==> src/rtl/freq_synth_gen.sv <==
// Programmable square-wave generator: fractional phase accumulator producing 1..FMAX Hz from clk_50m.
// Optional macro FREQ_SYNTH_EDGE_CNT_EN adds a saturating rising-edge counter output (edge_cnt).
module freq_synth_gen #(
  parameter int unsigned CLK_HZ = 50_000_000,
  parameter int unsigned FMAX   = 9999,
  parameter int unsigned FW     = 14,
  parameter int unsigned ACC_W  = 27
) (
  input  logic          clk_50m,
  input  logic          rst_n,
  input  logic          load,
  input  logic [FW-1:0] freq_set,
  output logic          clk_out,
  output logic          busy,
  output logic          cfg_err,
  output logic [FW-1:0] freq_active
`ifdef FREQ_SYNTH_EDGE_CNT_EN
  ,
  output logic [FW+11:0] edge_cnt
`endif
);

  localparam logic [ACC_W-1:0] LP_CLK  = ACC_W'(CLK_HZ);
  localparam logic [FW-1:0]    LP_FMAX = FW'(FMAX);

  typedef enum logic [1:0] {S_IDLE, S_RUN, S_PEND} state_t;

  state_t           r_state;
  logic [ACC_W-1:0] r_acc;
  logic [FW-1:0]    r_freq_active;
  logic [FW-1:0]    r_pending;
  logic             r_clk_out;
  logic             r_busy;
  logic             r_cfg_err;

  logic             w_load_ok;
  logic [ACC_W-1:0] w_sum;
  logic             w_wrap;
  logic             w_fall;
  logic [FW-1:0]    w_next_freq;

  assign w_load_ok   = load && (freq_set <= LP_FMAX);
  assign w_sum       = r_acc + ACC_W'({r_freq_active, 1'b0});
  assign w_wrap      = (w_sum >= LP_CLK);
  assign w_fall      = w_wrap && r_clk_out;
  // A valid load landing on the switch cycle is the newest request, so it wins over pending.
  assign w_next_freq = w_load_ok ? freq_set : r_pending;

  always_ff @(posedge clk_50m or negedge rst_n) begin
    if (!rst_n) begin
      r_state       <= S_IDLE;
      r_acc         <= '0;
      r_freq_active <= '0;
      r_pending     <= '0;
      r_clk_out     <= 1'b0;
      r_busy        <= 1'b0;
      r_cfg_err     <= 1'b0;
    end else begin
      if (load) r_cfg_err <= !w_load_ok;
      case (r_state)
        S_IDLE: begin
          r_acc     <= '0;
          r_clk_out <= 1'b0;
          if (w_load_ok && (freq_set != '0)) begin
            r_freq_active <= freq_set;
            r_state       <= S_RUN;
          end
        end
        S_RUN: begin
          r_acc <= w_wrap ? (w_sum - LP_CLK) : w_sum;
          if (w_wrap) r_clk_out <= !r_clk_out;
          if (w_load_ok) begin
            r_pending <= freq_set;
            r_busy    <= 1'b1;
            r_state   <= S_PEND;
          end
        end
        S_PEND: begin
          // Switching only on the falling toggle guarantees the high phase never gets cut short.
          if (w_fall) begin
            r_clk_out     <= 1'b0;
            r_acc         <= '0;
            r_freq_active <= w_next_freq;
            r_pending     <= '0;
            r_busy        <= 1'b0;
            r_state       <= (w_next_freq == '0) ? S_IDLE : S_RUN;
          end else begin
            r_acc <= w_wrap ? (w_sum - LP_CLK) : w_sum;
            if (w_wrap) r_clk_out <= !r_clk_out;
            if (w_load_ok) r_pending <= freq_set;
          end
        end
        default: r_state <= S_IDLE;
      endcase
    end
  end

`ifdef FREQ_SYNTH_EDGE_CNT_EN
  logic [FW+11:0] r_edge_cnt;
  logic           w_switch;
  logic           w_rise;

  assign w_switch = ((r_state == S_IDLE) && w_load_ok && (freq_set != '0)) ||
                    ((r_state == S_PEND) && w_fall);
  assign w_rise   = (r_state != S_IDLE) && w_wrap && !r_clk_out;

  always_ff @(posedge clk_50m or negedge rst_n) begin
    if (!rst_n)                          r_edge_cnt <= '0;
    else if (w_switch)                   r_edge_cnt <= '0;
    else if (w_rise && (r_edge_cnt != '1)) r_edge_cnt <= r_edge_cnt + 1'b1;
  end

  assign edge_cnt = r_edge_cnt;
`endif

  assign clk_out     = r_clk_out;
  assign busy        = r_busy;
  assign cfg_err     = r_cfg_err;
  assign freq_active = r_freq_active;

endmodule

==> config.mk <==
export PLATFORM = sky130hd
export DESIGN_NAME = freq_synth_gen
export DESIGN_NICKNAME = d
export VERILOG_FILES = /design/src/rtl/freq_synth_gen.sv
export SDC_FILE = /design/constraint.sdc
export NUM_CORES = 1
export LEC_CHECK = 0
export ABC_AREA = 1
export BUFFER_PORTS_ARGS = -buffer_cell sky130_fd_sc_hd__clkbuf_2
export CAP_MARGIN = 20
export CELL_PAD_IN_SITES_DETAIL_PLACEMENT = 1
export CELL_PAD_IN_SITES_GLOBAL_PLACEMENT = 2
export CORE_MARGIN = 3
export CORE_UTILIZATION = 30
export CTS_CLUSTER_DIAMETER = 40
export DETAILED_ROUTE_END_ITERATION = 6
export PLACE_DENSITY = 0.81
export SYNTH_ARGS = -nofsm -noshare
export SYNTH_HDL_FRONTEND = slang
export SYNTH_SLANG_ARGS = --single-unit
export TNS_END_PERCENT = 30
==> constraint.sdc <==
create_clock -name clk_50m -period 3.8 [get_ports clk_50m]
set_input_delay 0.57 -clock clk_50m [delete_from_list [all_inputs] [get_ports clk_50m]]
set_output_delay 0.57 -clock clk_50m [all_outputs]
set_load 0.1 [all_outputs]
After elaboration in Yosys (flattened, before gate mapping)

Index checks and enable logic that the tools add are counted.

Output and inout bits: 17
Word-level logic and storage cells: 50
Register bits after elaboration: 60
Input bits: 17

Equality and inequality tests: 5
Add/sub/neg operators: 2
$lt $le $gt $ge: 2
Reductions and logical operators: 14
Muxes and demuxes: 20

Operators by type and width:

| cell                                                                                  | number |
|---|---|
| 27-bit one-hot mux with 3 select lines                                                | 1 |
| 14-bit two-way mux                                                                    | 4 |
| 14-bit one-hot mux with 2 select lines                                                | 2 |
| 27-bit two-way mux                                                                    | 2 |
| 27-bit by 15-bit adder with 27-bit output                                             | 1 |
| 27-bit by 26-bit greater-or-equal comparator with 1-bit output, second input constant | 1 |
| 27-bit by 26-bit subtractor with 27-bit output, second input constant                 | 1 |
| 14-bit <= comparator, second input constant                                           | 1 |
| 14-bit zero test                                                                      | 1 |
| 14-bit nonzero test                                                                   | 1 |
| 3-bit AND reduction                                                                   | 3 |
| 2-bit two-way mux                                                                     | 3 |
| 2-bit != test, second input constant                                                  | 3 |
| 2-bit one-hot mux with 3 select lines                                                 | 1 |
| 1-bit two-way mux                                                                     | 5 |
| 2-bit nonzero test                                                                    | 2 |
| 1-bit logical AND                                                                     | 3 |
| 1-bit one-hot mux with 3 select lines                                                 | 1 |
| 3-bit nonzero test                                                                    | 1 |
| 2-bit by 1-bit == test with 1-bit output, second input constant                       | 1 |
| 2-bit == test, second input constant                                                  | 1 |
| 1-bit zero test                                                                       | 2 |
| 2-bit zero test                                                                       | 1 |
| 1-bit one-hot mux with 2 select lines                                                 | 1 |

Logic depth before layout (Yosys ltp)

Gate-level depths: netlist of run 1.

Depth in word-level cells: 7
Gate-level depth with buffers: 29
Mapped depth without buffers: 28

Least setup slack after synthesis of run 1

No wires, ideal clock.

Path type: register to register
From: register r_freq_active[0], in the netlist freq_active[0]
To: register r_freq_active[0], in the netlist freq_active[0]
Cell stages (with the launch flop): 29
Data required time: 3.678 ns
Arrival time: 4.669 ns
Path buffers: 2
Setup time: 0.122 ns
Clock period less this slack: 4.792 ns
Setup slack: -0.992 ns
Cells stage by stage: dfrtp_1 > ha_1 > inv_1 > fa_1 > inv_1 > nand3_1 > nand2_1 > nand2_1 > nand2_1 > xor2_1 > inv_1 > ha_1 > nand2_1 > nor2_1 > nor2_2 > nand2_1 > nand2_2 > nand3_2 > nand3_4 > buf_6 > ha_1 > nor2_1 > inv_1 > nand2_1 > a21oi_1 > inv_1 > clkbuf_1 > nand2_1 > nand2_1

Word-level cells in the longest chain between the ends: 5

RTL lines:

| what                                                           | RTL line | source |
|---|---|---|
| from (decl)                                                    | 30       | `logic [FW-1:0] r_freq_active;` |
| from (signal assigned)                                         | 65       | `r_freq_active <= freq_set;` |
| from (signal assigned)                                         | 83       | `r_freq_active <= w_next_freq;` |
| 27-bit by 15-bit adder with 27-bit output                      | 43       | `assign w_sum = r_acc + ACC_W'({r_freq_active, 1'b0});` |
| 27-bit by 26-bit greater-or-equal comparator with 1-bit output | 44       | `assign w_wrap = (w_sum >= LP_CLK);` |
| 1-bit logical AND                                              | 45       | `assign w_fall = w_wrap && r_clk_out;` |
| 2-bit != test (no line)                                        | n/a      |  |
| 3-bit AND reduction (no line)                                  | n/a      |  |

No other way between the ends.
A chain may end at the register's enable or synchronous reset.

Final worst setup path of run 1

From: register r_freq_active[0], in the netlist freq_active[0]
To: register r_freq_active[4], in the netlist freq_active[4]

Same word-level chain as after synthesis.

==> flow_summary.yaml, run 1 <==
outcome:
  status: "complete, no violations"
finish:
  fillers: 2130
  synthToLayoutAreaGrowth_pct: 22.4
  drive_gt1_share_pct: 17.5
  final_area_um2: 6100
  nets: 925
  diodes: 0
  finish.utilization_pct: 38.0
setup_path:
  cp_max_fo: 13
  cp.buffers_inverters: 6
  slowest_stage: "dfrtp_4"
  cpPeakStageDelay_ps: 440
  cp_data_required_time_ps: 4030
  end_kind: "register"
  cpLargestDelayFamily: "simple AND/OR/NAND/NOR gates"
  worstPathArrival_ps: 3780
  critPathKind: "register to register"
  startpoint_type: "register"
clock_network:
  clockBufferDepth: 2
  clock_latency_ps: 340
  cts_sinks: 59
  hold_buffers: 0
  htree_levels: 3
  root_buffer: "clkbuf_16"
  numCtsBuffers: 9
  cts.clk_slew.worst_paths_ps: 60
  cts_tree: "built"
drt:
  via_per_inst: 4.81
  postRouteAntennaNets: 0
  wl_um: 17800
  drtIter0Drc: 270
  drtPass1Iterations: 4
  post_drt_wl_per_cell_um: 16.0
  drc: 0
  routed-via-count: 5322
grt:
  grt_pass1_vias: 5452
  grt_pass1_wl_um: 29000
  grt_max_degree: 37
  grt_usage_pct: 20.5
  overflow: 0
  antenna_found_initial: 0
power_and_ir_drop:
  p_seq_share_pct: 19.9
  power_uw: 5280
  clock_power_share_pct: 16.4
  power.switching_uw: 2850
  pwr-share-comb_pct: 63.7
  p_leak_uw: 0.00320
  p_int_uw: 2430
  power.density_nw_per_um2: 866
  sw_frac_of_total_pct: 54.0
  irDropWorstVdd_v: 0.000447
timing:
  tns_ps: 0
  hold_viol: 0
  slew_headroom_pct: 52.4
  setup_violations: 0
  worst_pin_slew_ps: 713
  finalCriticalPeriod_ps: 3550
  max_clock_freq_mhz: 281
  hold_slack_ps: 64.2
  clock-skew-final_ps: 9.58
  slew_violations: 0
  fin_crit_sh_pct: 93.5
yosys:
  synthesis.area_um2: 4980
  synthTopCellsByArea: "dfrtp_1 (30%), nand2_1 (25%), nand3_1 (7.8%)"
  yosysTopAreaCell: "dfrtp_1"
  avgSynthCellArea_um2: 6.08
  syn_nets: 859
  ys_warn_count: 0
  synth_cells: 820
  yosysUniqueCellTypes: 34
  synth-seq-cells: 59
  yosysTopAreaCellShare_pct: 29.6
  yosysSeqAreaShare_pct: 29.6
worst_hold_path:
  hold_path_class: "primary input to asynchronous set/reset pin"
placed_design:
  hpwl_um: 14200
  gp_congestion: 0.862
  place_area_um2: 5660
  io_buffer_count: 33
floorplanning:
  die-area_um2: 18200
  num_io_pins: 34
  core_area_um2: 16100
  start_util_pct: 31.0
  fp-row-count: 46
  die_height_um: 135
  die_w_um: 135
run:
  max-cap-violations: 0
==> flip-flops by register name, summed over array words and instances (netlist names) <==
register and cells:
cfg_err 1, r_state 2, r_pending 14, busy 1, freq_active 14, clk_out 1
r_acc 26
==> per-layer routing <==
metal  track usage (%)  vias to the layer above  share of wire (%)
li1                  -                     2712                  -
met1              28.5                     2550                 50
met2              33.8                       45                 46
met3              2.61                       15                2.1
met4              5.15                        0                1.4
met5                 0                        -                  0
==> stage by stage <==
stage | setup slack (ps) | std cells
after floorplan | 12.4 | 820
after global placement | 23.0 | 1084
after detailed placement | -40.8 | 1084
after CTS | 96.3 | 1102
after global routing | -12.6 | 1107
final | 246 | 1107
==> area by class of cell <==
cell class / instances / area [um2] / area share [%]
well taps: 216 / 270 / 4.43
flip-flops and latches: 59 / 1490 / 24.5
clock inverters: 6 / 71.3 / 1.17
inverters: 115 / 432 / 7.08
clock buffers: 10 / 239 / 3.92
repair buffers: 73 / 478 / 7.84
multi-input cells: 628 / 3110 / 51.1
==> final timing paths <==
check                                           start                          to  slack (ps)  cells after the start
max reg2reg                freq_active[0]$_DFFE_PN0P_  freq_active[4]$_DFFE_PN0P_         250                     27
min reg2reg                     r_acc[25]$_DFFE_PN0P_       r_acc[25]$_DFFE_PN0P_         480                      2
max in group asynchronous                       rst_n       r_acc[11]$_DFFE_PN0P_        3120                      3
max                        freq_active[0]$_DFFE_PN0P_  freq_active[4]$_DFFE_PN0P_         250                     27
min in group clk_50m            r_acc[25]$_DFFE_PN0P_       r_acc[25]$_DFFE_PN0P_         480                      2
min                                             rst_n       r_acc[19]$_DFFE_PN0P_          60                      1
==> cell usage in the layout, fill, tap and decap left out, types with 3 or more instances in the layout <==
| cell type | n |
|---|---|
| o21a_1 | 3 |
| inv_1 | 101 |
| a22o_1 | 3 |
| nand3_1 | 77 |
| inv_2 | 12 |
| dfrtp_1 | 51 |
| clkbuf_16 | 9 |
| nand2_2 | 15 |
| ha_1 | 17 |
| nor2_2 | 11 |
| a21oi_1 | 19 |
| o21ai_0 | 36 |
| nand3b_1 | 3 |
| nand4_1 | 12 |
| nand3_4 | 3 |
| o22ai_1 | 5 |
| xnor2_1 | 3 |
| dfrtp_2 | 6 |
| buf_4 | 39 |
| nor2_1 | 62 |
| clkbuf_2 | 33 |
| nor3_1 | 3 |
| nor3_2 | 3 |
| nand2_1 | 328 |
==> power by group through the flow <==
stage               clock, uW  sequential [uW]  combinational [uW]
CTS                       885             1050                3320
finish                    865             1050                3370
global route              912             1080                3740
global placement            0             1050                3220
detailed placement          0             1060                3250
floorplan                   0             1520                1760
==> synth_stat cells (all sizes together) <==
library cell,instances
nand3,81
nand3b,3
fa,1
xor2,4
o211ai,1
nand2,344
clkbuf,14
ha,21
o21bai,1
nor3,6
o21a,3
o21ai,38
a22o,3
and2,1
o22ai,5
buf,4
a32o,1
nor2,74
a31oi,2
clkinv,2
o41ai,2
dfrtp,59
nand4,12
inv,113
xnor2,4
a21oi,21
==> what timing repair did <==
action / CTS / global route
buffers inserted: 2 / 4
gates resized for setup: 0 / 15
endpoints found under the setup margin: 14 / 52
cloned: 0 / 0
pin swaps: 0 / 3
==> kinds of logic (layout without fill, tap and decap cells) <==
logic type	count (synthesis)	after routing	share of synthesized area [%]
buf+inv	133	204	10.5
compound gates	77	77	8.87
flops	59	59	29.6
fa+ha+maj	22	22	5.68
simple gates	521	521	43.9
xor+xnor	8	8	1.41
No activity file was read; power rests on OpenSTA's default activity.
==> inputs of run 2 (changes only) <==
--- a/config.mk
+++ b/config.mk
@@ -10,7 +10,7 @@
 export CAP_MARGIN = 20
 export CELL_PAD_IN_SITES_DETAIL_PLACEMENT = 1
 export CELL_PAD_IN_SITES_GLOBAL_PLACEMENT = 2
-export CORE_MARGIN = 3
+export CORE_MARGIN = 1.5
 export CORE_UTILIZATION = 30
 export CTS_CLUSTER_DIAMETER = 40
 export DETAILED_ROUTE_END_ITERATION = 6
==> flow_summary.yaml, run 2 (synthesis gave the netlist of run 1 again) <==
outcome:
  status: "complete, no violations"
drt:
  drtPass1Iterations: 4
  drc: 0
  wl_um: 17500
  post_drt_wl_per_cell_um: 15.8
  drtIter0Drc: 219
  via_per_inst: 4.74
  routed-via-count: 5243
  postRouteAntennaNets: 0
power_and_ir_drop:
  p_leak_uw: 0.00326
  irDropWorstVdd_v: 0.000473
  power.density_nw_per_um2: 882
  power_uw: 5490
clock_network:
  numCtsBuffers: 9
  hold_buffers: 0
  htree_levels: 3
  clockBufferDepth: 2
  cts.clk_slew.worst_paths_ps: 60
  cts_tree: "built"
  cts_sinks: 59
  root_buffer: "clkbuf_16"
  clock_latency_ps: 350
grt:
  grt_pass1_vias: 5410
  antenna_found_initial: 0
  grt_max_degree: 37
  overflow: 0
  grt_pass1_wl_um: 28600
  grt_usage_pct: 20.7
setup_path:
  path_cells: "ha_1 -> buf_4 -> nand2_1 -> inv_1 -> a21oi_1 -> nand2_1 -> nand2_2 -> nand2_4 -> nand2_1 -> nand2_1 -> nor2_1 -> nand3_1 -> nor2_2 -> nand3_2 -> nand3_4 -> ha_4 -> nor2_1 -> inv_1 -> nand2_2 -> a21oi_4 -> inv_2 -> nor3_4 -> o41ai_2 -> o21ai_1"
  crit_cells: 24
  end_kind: "register"
  cpLargestDelayFamily: "simple AND/OR/NAND/NOR gates"
  critPathKind: "register to register"
  cp_max_fo: 5
  cpPeakStageDelay_ps: 410
  slowest_stage: "dfrtp_2"
  worstPathArrival_ps: 3830
  cp_data_required_time_ps: 4070
  worstRegToRegCells: 24
  startpoint_type: "register"
  cpMostUsedCell: "nand2_1"
  cp.buffers_inverters: 4
timing:
  fin_crit_sh_pct: 93.7
  slew_violations: 0
  max_clock_freq_mhz: 281
  setup_violations: 0
  finalCriticalPeriod_ps: 3560
  hold_viol: 0
  clock-skew-final_ps: 11.6
  slew_headroom_pct: 54.3
  fin_ws_ps: 238
  worst_pin_slew_ps: 685
floorplanning:
  core_area_um2: 16100
  die-area_um2: 17400
  start_util_pct: 31.0
  num_io_pins: 34
  die_height_um: 132
  die_w_um: 132
  fp-row-count: 46
finish:
  final_cell_mix: "nand2_1 (324), inv_1 (100), nand3_1 (75)"
  seq_area_um2: 1490
  fillers: 2107
  drive_gt1_share_pct: 19.0
  largest_reg_flops: 26
  nets: 925
  synthToLayoutAreaGrowth_pct: 24.8
  regMostFlops: "r_acc"
  final_common_cell: "nand2_1"
  multi_input_area_um2: 3230
  diodes: 0
placed_design:
  place_ws_ps: 10.9
  io_buffer_count: 33
  gp_congestion: 0.864
  hpwl_um: 14000
run:
  max-cap-violations: 0
worst_hold_path:
  hold_path_class: "primary input to asynchronous set/reset pin"
[run 2: per-stage QoR]
step	instance area, um2	cells	hold WS [ps]	TNS (ps)	util, %
floorplan	5080	820	274	0	-
global placement	5650	1083	458	0	35.2
detailed placement	5650	1083	468	0	35.2
CTS	5990	1101	270	0	37.3
global route	6220	1107	311	-30.5	38.7
finish	6220	1107	253	0	38.7
[run 2: layout make-up]
| cell class | instances | share of cell area (%) |
|---|---|---|
| inverters | 115 | 6.94 |
| repair buffers | 73 | 7.54 |
| multi-input cells | 628 | 51.9 |
| well taps | 216 | 4.35 |
| flip-flops and latches | 59 | 24.0 |
| clock inverters | 6 | 1.41 |
| clock buffers | 10 | 3.84 |
[run 2: what timing repair did]
item                                    4_1_cts  5_1_grt
endpoints found under the setup margin       12       55
pin swaps                                     0       11
resized for setup                             0       40
setup buffers                                 2        6
[run 2: worst paths after layout]
kind                                            start                        end  slack [ps]
max                        freq_active[6]$_DFFE_PN0P_     r_state[0]$_DFFE_PN0P_         240
min                                             rst_n        cfg_err$_DFFE_PN0P_         250
max reg2reg                freq_active[6]$_DFFE_PN0P_     r_state[0]$_DFFE_PN0P_         240
min reg2reg                 r_pending[10]$_DFFE_PN0P_  r_pending[10]$_DFFE_PN0P_         480
max in group asynchronous                       rst_n      r_acc[18]$_DFFE_PN0P_        2750
min in group clk_50m        r_pending[10]$_DFFE_PN0P_  r_pending[10]$_DFFE_PN0P_         480
[run 2: worst reg2reg max path, cell delays in order, from the launching register on]
cell and delay, ps:
dfrtp_2 410, ha_1 350, buf_4 180, nand2_1 130, inv_1 80, a21oi_1 160
nand2_1 110, nand2_2 120, nand2_4 80, nand2_1 70, nand2_1 100, nor2_1 170
nand3_1 130, nor2_2 160, nand3_2 130, nand3_4 130, ha_4 130, nor2_1 60
inv_1 120, nand2_2 80, a21oi_4 140, inv_2 70, nor3_4 200, o41ai_2 90
o21ai_1 80
[run 2: power by group]
part | total (uW) | switching [uW] | internal, uW | leakage [uW]
combinational | 3510 | 2400 | 1120 | 0.00234
sequential | 1060 | 183 | 877 | 0.000757
clock | 913 | 320 | 593 | 0.000163
[run 2: per-layer routing]
layer	vias up	routed length [um]	track usage [%]
li1	2718	-	-
met1	2471	8710	29.1
met2	43	8250	34.3
met3	11	385	2.65
met4	0	153	3.89
met5	-	0	0
